==> src/rtl/ycbcr_share_arb_if.sv <==
// Bundle of requester, converter and result signals for ycbcr_share_arb.
// The slave modport is the arbiter's view; master is the surrounding system.
interface ycbcr_share_arb_if #(
    parameter int USER_W = 2
);
    logic              s0_valid;
    logic              s1_valid;
    logic              s0_ready;
    logic              s1_ready;
    logic [23:0]       s0_rgb;
    logic [23:0]       s1_rgb;
    logic [USER_W-1:0] s0_user;
    logic [USER_W-1:0] s1_user;

    logic [7:0]        cv_r;
    logic [7:0]        cv_g;
    logic [7:0]        cv_b;
    logic              cv_de;
    logic [7:0]        cv_y;
    logic [7:0]        cv_cb;
    logic [7:0]        cv_cr;
    logic              cv_de_o;

    logic              m0_valid;
    logic              m1_valid;
    logic [23:0]       m0_ycbcr;
    logic [23:0]       m1_ycbcr;
    logic [USER_W-1:0] m0_user;
    logic [USER_W-1:0] m1_user;
    logic              err_sync;

    modport slave (
        input  s0_valid, s1_valid, s0_rgb, s1_rgb, s0_user, s1_user,
        input  cv_y, cv_cb, cv_cr, cv_de_o,
        output s0_ready, s1_ready,
        output cv_r, cv_g, cv_b, cv_de,
        output m0_valid, m1_valid, m0_ycbcr, m1_ycbcr, m0_user, m1_user, err_sync
    );

    modport master (
        output s0_valid, s1_valid, s0_rgb, s1_rgb, s0_user, s1_user,
        output cv_y, cv_cb, cv_cr, cv_de_o,
        input  s0_ready, s1_ready,
        input  cv_r, cv_g, cv_b, cv_de,
        input  m0_valid, m1_valid, m0_ycbcr, m1_ycbcr, m0_user, m1_user, err_sync
    );
endinterface

==> src/rtl/ycbcr_share_arb.sv <==
// Round-robin share of one fixed-latency RGB->YCbCr converter between two pixel streams.
// Optional per-channel grant counters are built when YCBCR_SHARE_ARB_STATS_EN is defined.
module ycbcr_share_arb #(
    parameter int LAT    = 4,
    parameter int USER_W = 2
) (
    input  logic             clk,
    input  logic             rst,
    ycbcr_share_arb_if.slave bus
`ifdef YCBCR_SHARE_ARB_STATS_EN
    ,
    output logic [15:0]      grant_cnt0,
    output logic [15:0]      grant_cnt1
`endif
);
    localparam int TW = USER_W + 2;

    logic              gnt0_s;
    logic              gnt1_s;
    logic              last_q;
    logic              last_d;
    logic [23:0]       cv_rgb_q;
    logic              cv_de_q;
    logic              cv_ch_q;
    logic [USER_W-1:0] cv_user_q;
    logic [TW-1:0]     tag_q [LAT];
    logic [TW-1:0]     tag_d;
    logic              tail_v_s;
    logic              tail_ch_s;
    logic [USER_W-1:0] tail_user_s;
    logic              hit0_s;
    logic              hit1_s;
    logic              m0_valid_q;
    logic              m1_valid_q;
    logic [23:0]       m0_ycbcr_q;
    logic [23:0]       m1_ycbcr_q;
    logic [USER_W-1:0] m0_user_q;
    logic [USER_W-1:0] m1_user_q;
    logic              err_q;

    // last_q = 1 means channel 1 was granted last, so channel 0 wins the next tie
    always_comb begin
        gnt0_s = 1'b0;
        gnt1_s = 1'b0;
        last_d = last_q;
        if (rst) begin
            gnt0_s = 1'b0;
            gnt1_s = 1'b0;
        end else if (bus.s0_valid && (!bus.s1_valid || last_q)) begin
            gnt0_s = 1'b1;
            last_d = 1'b0;
        end else if (bus.s1_valid) begin
            gnt1_s = 1'b1;
            last_d = 1'b1;
        end else begin
            last_d = last_q;
        end
    end

    always_comb begin
        tag_d       = {cv_de_q, cv_ch_q, cv_user_q};
        tail_v_s    = tag_q[LAT-1][TW-1];
        tail_ch_s   = tag_q[LAT-1][USER_W];
        tail_user_s = tag_q[LAT-1][USER_W-1:0];
        hit0_s      = bus.cv_de_o && tail_v_s && !tail_ch_s;
        hit1_s      = bus.cv_de_o && tail_v_s && tail_ch_s;
    end

    always_ff @(posedge clk) begin
        if (rst) begin
            last_q    <= 1'b1;
            cv_de_q   <= 1'b0;
            cv_rgb_q  <= 24'd0;
            cv_ch_q   <= 1'b0;
            cv_user_q <= {USER_W{1'b0}};
        end else begin
            last_q  <= last_d;
            cv_de_q <= gnt0_s | gnt1_s;
            if (gnt1_s) begin
                cv_rgb_q  <= bus.s1_rgb;
                cv_ch_q   <= 1'b1;
                cv_user_q <= bus.s1_user;
            end else if (gnt0_s) begin
                cv_rgb_q  <= bus.s0_rgb;
                cv_ch_q   <= 1'b0;
                cv_user_q <= bus.s0_user;
            end
        end
    end

    // Tag entry is captured one cycle after cv_de so its tail lines up with cv_de_o
    always_ff @(posedge clk) begin
        if (rst) begin
            for (int i = 0; i < LAT; i++) begin
                tag_q[i] <= {TW{1'b0}};
            end
        end else begin
            tag_q[0] <= tag_d;
            for (int i = 1; i < LAT; i++) begin
                tag_q[i] <= tag_q[i-1];
            end
        end
    end

    always_ff @(posedge clk) begin
        if (rst) begin
            m0_valid_q <= 1'b0;
            m1_valid_q <= 1'b0;
            m0_ycbcr_q <= 24'd0;
            m1_ycbcr_q <= 24'd0;
            m0_user_q  <= {USER_W{1'b0}};
            m1_user_q  <= {USER_W{1'b0}};
            err_q      <= 1'b0;
        end else begin
            m0_valid_q <= hit0_s;
            m1_valid_q <= hit1_s;
            if (hit0_s) begin
                m0_ycbcr_q <= {bus.cv_y, bus.cv_cb, bus.cv_cr};
                m0_user_q  <= tail_user_s;
            end
            if (hit1_s) begin
                m1_ycbcr_q <= {bus.cv_y, bus.cv_cb, bus.cv_cr};
                m1_user_q  <= tail_user_s;
            end
            err_q <= err_q | (bus.cv_de_o != tail_v_s);
        end
    end

`ifdef YCBCR_SHARE_ARB_STATS_EN
    logic [15:0] cnt0_q;
    logic [15:0] cnt1_q;

    always_ff @(posedge clk) begin
        if (rst) begin
            cnt0_q <= 16'd0;
            cnt1_q <= 16'd0;
        end else begin
            if (gnt0_s) begin
                cnt0_q <= cnt0_q + 16'd1;
            end
            if (gnt1_s) begin
                cnt1_q <= cnt1_q + 16'd1;
            end
        end
    end

    assign grant_cnt0 = cnt0_q;
    assign grant_cnt1 = cnt1_q;
`endif

    assign bus.s0_ready = gnt0_s;
    assign bus.s1_ready = gnt1_s;
    assign bus.cv_r     = cv_rgb_q[23:16];
    assign bus.cv_g     = cv_rgb_q[15:8];
    assign bus.cv_b     = cv_rgb_q[7:0];
    assign bus.cv_de    = cv_de_q;
    assign bus.m0_valid = m0_valid_q;
    assign bus.m1_valid = m1_valid_q;
    assign bus.m0_ycbcr = m0_ycbcr_q;
    assign bus.m1_ycbcr = m1_ycbcr_q;
    assign bus.m0_user  = m0_user_q;
    assign bus.m1_user  = m1_user_q;
    assign bus.err_sync = err_q;
endmodule

==> src/flat_wrapper.sv <==
// flat-port wrapper written by rule: the top's interface ports become plain ports
module ycbcr_share_arb_flat 
#(
    parameter int LAT    = 4,
    parameter int USER_W = 2
)
  (clk, rst, bus_s0_valid, bus_s1_valid, bus_s0_rgb, bus_s1_rgb, bus_s0_user, bus_s1_user, bus_cv_y, bus_cv_cb, bus_cv_cr, bus_cv_de_o, bus_s0_ready, bus_s1_ready, bus_cv_r, bus_cv_g, bus_cv_b, bus_cv_de, bus_m0_valid, bus_m1_valid, bus_m0_ycbcr, bus_m1_ycbcr, bus_m0_user, bus_m1_user, bus_err_sync);
  ycbcr_share_arb_if #(.USER_W(USER_W)) bus_i ();
  input  logic clk;
  input  logic rst;
  input wire logic [$bits(bus_i.s0_valid)-1:0] bus_s0_valid;
  input wire logic [$bits(bus_i.s1_valid)-1:0] bus_s1_valid;
  input wire logic [$bits(bus_i.s0_rgb)-1:0] bus_s0_rgb;
  input wire logic [$bits(bus_i.s1_rgb)-1:0] bus_s1_rgb;
  input wire logic [$bits(bus_i.s0_user)-1:0] bus_s0_user;
  input wire logic [$bits(bus_i.s1_user)-1:0] bus_s1_user;
  input wire logic [$bits(bus_i.cv_y)-1:0] bus_cv_y;
  input wire logic [$bits(bus_i.cv_cb)-1:0] bus_cv_cb;
  input wire logic [$bits(bus_i.cv_cr)-1:0] bus_cv_cr;
  input wire logic [$bits(bus_i.cv_de_o)-1:0] bus_cv_de_o;
  output wire logic [$bits(bus_i.s0_ready)-1:0] bus_s0_ready;
  output wire logic [$bits(bus_i.s1_ready)-1:0] bus_s1_ready;
  output wire logic [$bits(bus_i.cv_r)-1:0] bus_cv_r;
  output wire logic [$bits(bus_i.cv_g)-1:0] bus_cv_g;
  output wire logic [$bits(bus_i.cv_b)-1:0] bus_cv_b;
  output wire logic [$bits(bus_i.cv_de)-1:0] bus_cv_de;
  output wire logic [$bits(bus_i.m0_valid)-1:0] bus_m0_valid;
  output wire logic [$bits(bus_i.m1_valid)-1:0] bus_m1_valid;
  output wire logic [$bits(bus_i.m0_ycbcr)-1:0] bus_m0_ycbcr;
  output wire logic [$bits(bus_i.m1_ycbcr)-1:0] bus_m1_ycbcr;
  output wire logic [$bits(bus_i.m0_user)-1:0] bus_m0_user;
  output wire logic [$bits(bus_i.m1_user)-1:0] bus_m1_user;
  output wire logic [$bits(bus_i.err_sync)-1:0] bus_err_sync;
  assign bus_i.s0_valid = bus_s0_valid;
  assign bus_i.s1_valid = bus_s1_valid;
  assign bus_i.s0_rgb = bus_s0_rgb;
  assign bus_i.s1_rgb = bus_s1_rgb;
  assign bus_i.s0_user = bus_s0_user;
  assign bus_i.s1_user = bus_s1_user;
  assign bus_i.cv_y = bus_cv_y;
  assign bus_i.cv_cb = bus_cv_cb;
  assign bus_i.cv_cr = bus_cv_cr;
  assign bus_i.cv_de_o = bus_cv_de_o;
  assign bus_s0_ready = bus_i.s0_ready;
  assign bus_s1_ready = bus_i.s1_ready;
  assign bus_cv_r = bus_i.cv_r;
  assign bus_cv_g = bus_i.cv_g;
  assign bus_cv_b = bus_i.cv_b;
  assign bus_cv_de = bus_i.cv_de;
  assign bus_m0_valid = bus_i.m0_valid;
  assign bus_m1_valid = bus_i.m1_valid;
  assign bus_m0_ycbcr = bus_i.m0_ycbcr;
  assign bus_m1_ycbcr = bus_i.m1_ycbcr;
  assign bus_m0_user = bus_i.m0_user;
  assign bus_m1_user = bus_i.m1_user;
  assign bus_err_sync = bus_i.err_sync;
  ycbcr_share_arb #(.LAT(LAT), .USER_W(USER_W)) u_core (.clk(clk), .rst(rst), .bus(bus_i));
endmodule
==> config.mk <==
export PLATFORM = sky130hd
export DESIGN_NAME = ycbcr_share_arb_flat
export DESIGN_NICKNAME = d
export VERILOG_FILES = /design/src/rtl/ycbcr_share_arb_if.sv /design/src/rtl/ycbcr_share_arb.sv /design/src/flat_wrapper.sv
export SDC_FILE = /design/constraint.sdc
export NUM_CORES = 1
export LEC_CHECK = 0
export CORE_MARGIN = 2
export CORE_UTILIZATION = 41
export CTS_BUF_LIST = sky130_fd_sc_hd__clkbuf_8 sky130_fd_sc_hd__clkbuf_16
export DETAILED_ROUTE_END_ITERATION = 8
export PLACE_DENSITY = 0.8
export SYNTH_ARGS = -nofsm -noshare
export SYNTH_HDL_FRONTEND = slang
export SYNTH_SLANG_ARGS = --single-unit
==> constraint.sdc <==
create_clock -name clk -period 1.47 [get_ports clk]
set_input_delay 0.294 -clock clk [delete_from_list [all_inputs] [get_ports clk]]
set_output_delay 0.294 -clock clk [all_outputs]
set_load 0.01 [all_outputs]
**Word-level counts from Yosys, hierarchy flattened**

Memories as Yosys holds them, arrays and structs flattened.
Index checks and enable logic that the tools add are counted.

- Bits in registers: 84
- Bits in writable memories: 16
- Input bits: 81
- Output and inout port bits: 82
- Logic and storage cells: 49
- Memories: 1

- Eq/ne operators: 1
- Muxes and demuxes: 20
- Bitwise logic cells: 6
- Reduce and logical (&&, ||, !) cells: 9

Memories:

| memory | depth | width | read ports | clocked after Yosys merged registers in | write ports | RTL line | text |
|---|---|---|---|---|---|---|---|
| u_core.tag_q | 4 | 4 | 4 | 0 | 4 | ycbcr_share_arb.sv:26 | `logic [TW-1:0] tag_q [LAT];` |

Operators by type and width:

| cell | count |
|---|---|
| $mux 24 | 2 |
| $mux 4 | 4 |
| $mux 1 | 12 |
| $or 1x1->1 | 6 |
| $logic_and 1x1->1 | 4 |
| $mux 2 | 2 |
| $reduce_bool 2->1 | 2 |
| $logic_not 1->1 | 2 |
| $logic_or 1x1->1 | 1 |
| $ne 1x1->1 | 1 |

**Longest topological paths before layout**

Gate-level depths: netlist of run 1.

- Depth after elaboration: 7
- Depth in mapped cells: 6
- Mapped depth without buffers: 4

**Least setup slack after synthesis of run 1**

No wires, ideal clock.

- Kind: input port to output port
- From: input bus_s0_valid
- To: output bus_s1_ready
- Arrival: 940 ps
- Required time: 1,176 ps
- Setup slack: 236 ps
- Stages: 4
- Buffers on the path: 2
- Path through: buf_4 -> a21bo_2 -> nor2_2 -> buf_4

- Cells in the longest elaborated chain, start to end: 3

Ends and longest elaborated chain:

| what | RTL line | text |
|---|---|---|
| start: declaration | flat_wrapper.sv:11 | `input wire logic [$bits(bus_i.s0_valid)-1:0] bus_s0_valid;` |
| $logic_and 1x1->1 | ycbcr_share_arb.sv:49 | `end else if (bus.s0_valid && (!bus.s1_valid \|\| last_q)) begin` |
| $mux 1 | ycbcr_share_arb.sv:49 |  |
| $mux 1 | ycbcr_share_arb.sv:46 | `if (rst) begin` |
| end: declaration | flat_wrapper.sv:22 | `output wire logic [$bits(bus_i.s1_ready)-1:0] bus_s1_ready;` |

No other way between the ends.

**Final worst setup path of run 1**

- From: register u_core.last_q
- To: output bus_s0_ready

- Cells in the longest elaborated chain, start to end: 4

Ends and longest elaborated chain:

| what | RTL line | text |
|---|---|---|
| start: declaration | ycbcr_share_arb.sv:20 | `logic last_q;` |
| start signal: assignment | ycbcr_share_arb.sv:77 | `last_q <= last_d;` |
| $logic_or 1x1->1 | ycbcr_share_arb.sv:49 |  |
| $logic_and 1x1->1 | ycbcr_share_arb.sv:49 |  |
| $mux 1 | ycbcr_share_arb.sv:49 |  |
| $mux 1 | ycbcr_share_arb.sv:46 |  |
| end: declaration | flat_wrapper.sv:21 | `output wire logic [$bits(bus_i.s0_ready)-1:0] bus_s0_ready;` |

No other way between the ends.

==> results of run 1 <==
==> worst min path at each step <==
stage | endpoint | slack [ps] | cells past startpoint
floorplan | u_core.tag_q[0][10] | 410 | 1
global placement | u_core.tag_q[0][12] | 420 | 1
detailed placement | u_core.tag_q[0][7] | 420 | 1
CTS | u_core.tag_q[0][4] | 450 | 1
global route | u_core.tag_q[0][14] | 450 | 1
finish | u_core.tag_q[0][7] | 440 | 1
==> cells by family after synthesis <==
| kind of cell | Yosys count |
|---|---|
| and+or+nand+nor | 172 |
| AOI/OAI and AO/OA | 85 |
| buffers and inverters | 34 |
| adders and majority gates | 1 |
| DFF | 100 |
| muxes | 3 |
==> metrics by stage <==
step / power (mW) / instances / hold slack [ps] / setup slack [ps]
floorplan: 3.129 / 395 / 413.8 / 235.5
global placement: 3.553 / 652 / 416.9 / -573.8
detailed placement: 3.562 / 652 / 423.7 / -625.7
CTS: 5.180 / 668 / 446.7 / -13.00
global route: 5.343 / 668 / 453.3 / -69.04
finish: 5.117 / 668 / 443.0 / 15.11
==> registers in the layout, summed over array words and instances (netlist names), 2 cells and up <==
signal / flops
u_core.cv_rgb_q: 24
u_core.bus.m0_user: 2
u_core.bus.m1_ycbcr: 24
u_core.tag_q: 16
u_core.cv_user_q: 2
u_core.bus.m1_user: 2
u_core.bus.m0_ycbcr: 24
==> cells in the mapped netlist <==
| master | n |
|---|---|
| nand2b_1 | 2 |
| clkbuf_1 | 4 |
| ha_1 | 1 |
| a21oi_1 | 54 |
| nor2_2 | 1 |
| o21a_1 | 3 |
| and2b_4 | 1 |
| nand2_1 | 107 |
| buf_2 | 16 |
| o21ai_0 | 1 |
| nor2b_1 | 17 |
| dfxtp_1 | 100 |
| nor3_2 | 1 |
| mux2i_1 | 3 |
| a221o_1 | 11 |
| a221oi_1 | 3 |
| a21bo_2 | 1 |
| nor2_1 | 18 |
| buf_4 | 2 |
| buf_6 | 2 |
| o221a_2 | 12 |
| nor3_1 | 13 |
| buf_1 | 6 |
| inv_1 | 4 |
| and2_1 | 12 |
==> power by group through the flow <==
| stage | clock (mW) | combinational [mW] | sequential, mW |
|---|---|---|---|
| final | 1.67 | 0.621 | 2.83 |
| after global routing | 1.83 | 0.670 | 2.84 |
| after CTS | 1.72 | 0.626 | 2.83 |
| after detailed placement | 0 | 0.667 | 2.90 |
| after global placement | 0 | 0.658 | 2.89 |
| after floorplan | 0 | 0.210 | 2.92 |
==> layer usage <==
metal | share of wire (%) | wire length [um]
met1 | 41 | 3853
met2 | 48 | 4521
met3 | 10 | 938
met4 | 0.91 | 86
met5 | 0 | 0
==> repair_timing <==
action / CTS / global route
cloned: 0 / 0
buffers inserted: 0 / 0
resized for setup: 93 / 0
setup endpoints to repair: 93 / 2
==> area by class of cell <==
| cell class | instances | area (sq um) |
|---|---|---|
| clock buffer | 12 | 165.2 |
| clock inverter | 4 | 31.28 |
| fill | 703 | 2834 |
| inverter | 4 | 15.01 |
| multi-input combinational | 261 | 1390 |
| sequential | 100 | 2003 |
| tap | 105 | 131.4 |
| timing repair buffer | 182 | 1729 |
==> worst reg2reg max path: cells and delay by family (launching register included) <==
kind / cells / cell delay [ps]
DFF: 1 / 340
AOI/OAI and AO/OA: 1 / 290
buffers and inverters: 1 / 170
and+or+nand+nor: 2 / 300
==> impl_metrics.py, run 1 <==
metrics = {
    "synth": {
        "yosys_register_bits": 100,
        "syn_inst": 395,
        "avgSynthCellArea_sq_um": 8.983,
        "synth.top_cell.area_share_pct": 56.42,
        "synthAdderAreaFrac_pct": 0.3526,
        "yosys_warnings": 0,
        "synth.area.top_cells": "dfxtp_1 56%, nand2_1 11%, a21oi_1 7.6%",
        "syn_area_sq_mm": 0.003548,
        "synth-seq-area-share_pct": 56.42,
        "synthMuxAreaShare_pct": 0.8463,
        "yosys.area.top_type": "dfxtp_1",
        "synth_cell_type_count": 25,
        "synth_compound_area_share_pct": 16.33,
        "synth_top_family_by_area": "simple AND/OR/NAND/NOR gates",
        "syn-num-nets": 477,
        "synth_xor_xnor_area_share_pct": 0,
        "synth_simple_gate_area_share_pct": 21.26,
    },
    "critical_path": {
        "path_class": "reg2out",
        "r2r-start": "u_core.last_q",
        "crit_path_cell_trace": "and2b_4 -> nor3_4 -> buf_2",
        "cp-endpoint": "bus_s0_ready",
        "worstSetupEndpointType": "output pin",
        "cp_max_fo": 3,
        "r2r_cells": 4,
        "required_ps": 1180,
        "startpoint": "u_core.last_q",
        "cp.depth": 3,
        "cp.buffers_inverters": 1,
        "r2r_end": "u_core.cv_rgb_q[20]",
        "arrival_ps": 1160,
        "reg2reg_slack_ps": 260,
        "cp-start-kind": "register",
        "path_delay_family": "flip-flops",
        "crit_path_max_incr_delay_ps": 360,
        "cp_slowest_cell": "dfxtp_2",
    },
    "routing": {
        "antenna_left": 0,
        "wirelength_um": 9399,
        "wl_per_cell_um": 14.07,
        "vias": 3357,
        "first_pass_iters": 5,
        "via_per_inst": 5.025,
        "drtIter0Drc": 138,
        "drc": 0,
    },
    "sta": {
        "finalHoldViolCount": 0,
        "clock.fmax_ghz": 0.6873,
        "tns_ps": 0,
        "layout_min_cycle_time_ps": 1455,
        "finClkSkew_ps": 12.59,
        "maxSlewHeadroom_pct": 64.22,
        "rsz0062_at_grt": "yes",
        "tightestPinTransition_ps": 533.8,
        "fin_crit_sh_pct": 98.97,
        "drv_slew": 0,
        "finalSetupViolCount": 0,
    },
    "global_routing": {
        "grt_start_max_net_pins": 90,
        "grt_pass1_vias": 3399,
        "grt_use_met3_pct": 7.370,
        "grt_use_total_pct": 20.05,
        "antenna_found_initial": 0,
        "grt_pass1_wl_um": 15730,
        "grt_use_met1_pct": 23.05,
        "gr-max-usage-layer": "met2",
        "grt_overflow": 0,
        "grt_use_met2_pct": 34.72,
    },
    "floorplan": {
        "die_h_um": 97.03,
        "rows": 33,
        "num_io_pins": 163,
        "dieWidth_um": 97.03,
        "core_area_sq_mm": 0.008299,
        "dieArea_sq_mm": 0.009415,
        "start_util_pct": 42.76,
    },
    "clock_network": {
        "cts_max_level": 3,
        "numCtsBuffers": 9,
        "clock_sinks": 100,
        "cts_root_buf": "clkbuf_8",
        "cts_tree": "done",
        "cts.reportedPaths.clkPinSlew_ps": 100,
        "clock_latency_ps": 350,
        "hold_buffers": 0,
        "cts.path.max_buffers": 2,
    },
    "power": {
        "p_leak_nw": 2.379,
        "internal_power_mw": 3.930,
        "ir_drop_mv": 0.4475,
        "power_density_mw_per_mm2": 936.4,
        "power.share.clock_pct": 32.6,
        "p_sw_mw": 1.187,
        "p_seq_share_pct": 55.3,
        "combPwrFrac_pct": 12.1,
        "netSwitchingFraction_pct": 23.20,
    },
    "final_layout": {
        "syn_to_final_growth_pct": 54.02,
        "drive_gt1_share_pct": 10.30,
        "antenna_cells": 0,
        "final_util_pct": 65.85,
        "stdcell_area_sq_mm": 0.005465,
        "layout_common_cells": "107 x nand2_1, 99 x dfxtp_1, 82 x dlygate4sd2_1",
        "nets": 640,
        "final_common_cell": "nand2_1",
    },
    "placement": {
        "routabilityCongestion": 0.8103,
        "place_area_sq_mm": 0.005369,
        "io_buffers": 162,
        "dp_hpwl_um": 6814,
    },
    "min_path": {
        "hold_path.class": "reg2reg",
        "min_from": "u_core.tag_q[0][3]",
    },
    "job": {
        "drv_cap": 0,
    },
    "run_status": {
        "status": "finished clean",
    },
}
No activity file was read; power rests on OpenSTA's default activity.
==> run 2, diff against run 1 <==
--- a/config.mk
+++ b/config.mk
@@ -5,11 +5,14 @@
 export SDC_FILE = /design/constraint.sdc
 export NUM_CORES = 1
 export LEC_CHECK = 0
+export CAP_MARGIN = 5
+export CELL_PAD_IN_SITES_DETAIL_PLACEMENT = 2
+export CELL_PAD_IN_SITES_GLOBAL_PLACEMENT = 2
 export CORE_MARGIN = 2
-export CORE_UTILIZATION = 41
+export CORE_UTILIZATION = 23
 export CTS_BUF_LIST = sky130_fd_sc_hd__clkbuf_8 sky130_fd_sc_hd__clkbuf_16
 export DETAILED_ROUTE_END_ITERATION = 8
-export PLACE_DENSITY = 0.8
+export PLACE_DENSITY_LB_ADDON = 0.1
 export SYNTH_ARGS = -nofsm -noshare
 export SYNTH_HDL_FRONTEND = slang
 export SYNTH_SLANG_ARGS = --single-unit
==> run 2 against run 1 <==
  * The flow now finishes with violations (setup timing)
  * Worst setup slack got worse by 86 ps
  * Count of clock-buffer cells in the layout decreased by 3
  * Sequential cell count is the same
  * Register-to-register slack worse by 120 ps
  * Fmax fell by 5.6%
  * Sequential power hardly changed
  * First-iteration DRC count decreased by 8.0%
  * Routed wire length rose by 28%
  * Largest cell class unchanged
  * Highest routed layer unchanged
==> impl_metrics.py, run 2 (synthesis gave the netlist of run 1 again) <==
metrics = {
    "clock_network": {
        "cts_max_level": 3,
        "numCtsBuffers": 9,
        "cts.reportedPaths.clkPinSlew_ps": 60,
        "cts_tree": "done",
        "cts.path.max_buffers": 2,
        "clock_sinks": 100,
        "cts_root_buf": "clkbuf_16",
        "hold_buffers": 0,
        "clock_latency_ps": 350,
    },
    "final_layout": {
        "stdcell_area_sq_mm": 0.005654,
        "fillers": 1698,
        "final_util_pct": 37.33,
        "nets": 643,
        "layout_common_cells": "107 x nand2_1, 99 x dfxtp_1, 81 x dlygate4sd2_1",
        "register_area_sq_mm": 0.002003,
        "antenna_cells": 0,
        "syn_to_final_growth_pct": 59.34,
        "multi_input_area_sq_mm": 0.001401,
        "drive_gt1_share_pct": 10.11,
        "final_common_cell": "nand2_1",
    },
    "floorplan": {
        "dieWidth_um": 128.2,
        "start_util_pct": 23.43,
        "core_area_sq_mm": 0.01515,
        "dieArea_sq_mm": 0.01644,
        "die_h_um": 128.2,
        "rows": 45,
        "num_io_pins": 163,
    },
    "global_routing": {
        "grt_use_met2_pct": 25.34,
        "grt_use_total_pct": 15.14,
        "grt_overflow": 0,
        "grt_pass1_vias": 3692,
        "gr-max-usage-layer": "met2",
        "grt_use_met3_pct": 5.801,
        "grt_start_max_net_pins": 90,
        "grt_pass1_wl_um": 19050,
        "grt_use_met1_pct": 17.03,
        "antenna_found_initial": 0,
    },
    "power": {
        "p_leak_nw": 2.432,
        "power_density_mw_per_mm2": 1014,
        "ir_drop_mv": 0.4808,
    },
    "critical_path": {
        "cp-start-kind": "register",
        "arrival_ps": 1250,
        "cp_max_fo": 3,
        "worstSetupEndpointType": "output pin",
        "required_ps": 1180,
        "path_class": "reg2out",
    },
    "routing": {
        "first_pass_iters": 4,
        "vias": 3398,
        "wirelength_um": 12020,
        "antenna_left": 0,
        "via_per_inst": 4.519,
        "drc": 0,
        "drtIter0Drc": 127,
        "wl_per_cell_um": 15.99,
    },
    "sta": {
        "finalSetupViolCount": 1,
        "finalHoldViolCount": 0,
        "rsz0062_at_grt": "yes",
        "drv_slew": 0,
        "finClkSkew_ps": 7.483,
        "fin_ws_ps": -70.83,
        "tightestPinTransition_ps": 434.4,
        "clock.fmax_ghz": 0.6490,
        "layout_min_cycle_time_ps": 1541,
        "tns_ps": -70.83,
        "fin_crit_sh_pct": 104.8,
        "maxSlewHeadroom_pct": 71.04,
    },
    "run_status": {
        "status": "finished with violations",
        "violations": "setup timing",
    },
    "placement": {
        "place_area_sq_mm": 0.005445,
        "dp_hpwl_um": 8659,
        "io_buffers": 162,
        "routabilityCongestion": 0.7234,
    },
    "job": {
        "drv_cap": 0,
    },
    "min_path": {
        "hold_path.class": "reg2reg",
    },
}
-- run 2: final timing paths --
check / startpoint / to / slack (ps) / cells past startpoint
worst min register to register: u_core.tag_q[0][3] / u_core.tag_q[0][7] / 440 / 1
worst max-delay path: u_core.last_q / bus_s0_ready / -70 / 3
worst max register to register: u_core.last_q / u_core.cv_rgb_q[8] / 140 / 5
worst min-delay path: u_core.tag_q[0][3] / u_core.tag_q[0][7] / 440 / 1
-- run 2: area by class of cell --
cell class	count	area share [%]
clock buffer	9	3.983
clock inverter	5	0.8409
inverter	4	0.2655
multi-input combinational	261	24.78
sequential	100	35.43
tap	188	4.160
timing repair buffer	185	30.54
-- run 2: critical path: stages, from the launching register on --
cell and delay [ps]:
dfxtp_2 350, and2b_4 200, nor3_4 190, buf_2 160
-- run 2: timing repair --
item | 4_1_cts | 5_1_grt
gates resized for setup | 95 | 1
pin swaps | 2 | 2
setup endpoints to repair | 93 | 4
setup buffers | 2 | 0
-- run 2: metrics by stage --
stage               setup slack [ps]  instances  hold slack (ps)  power (mW)
floorplan                      235.5        395            413.8       3.129
global placement              -731.6        736            416.3       3.558
detailed placement            -765.3        736            427.3       3.577
CTS                           -122.2        752            443.1       5.870
global route                  -127.9        752            455.5       6.019
finish                        -70.83        752            438.1       5.735
-- run 2: layer usage --
metal | vias up | routed length [um]
met3 | 11 | 1088
met2 | 114 | 5765
met5 | - | 0
li1 | 1650 | -
met4 | 0 | 228
met1 | 1623 | 4941
-- run 2: where the power goes --
group | internal (mW) | switching (mW)
Clock | 1.28 | 0.983
Sequential | 2.80 | 0.0389
Combinational | 0.375 | 0.260
Total | 4.45 | 1.28
==> run 3, diff against run 2 <==
--- a/config.mk
+++ b/config.mk
@@ -11,6 +11,7 @@
 export CORE_MARGIN = 2
 export CORE_UTILIZATION = 23
 export CTS_BUF_LIST = sky130_fd_sc_hd__clkbuf_8 sky130_fd_sc_hd__clkbuf_16
+export CTS_CLUSTER_SIZE = 14
 export DETAILED_ROUTE_END_ITERATION = 8
 export PLACE_DENSITY_LB_ADDON = 0.1
 export SYNTH_ARGS = -nofsm -noshare
==> results of run 3 <==
The final DEF is identical to that of run 2; final timing and power are the same.
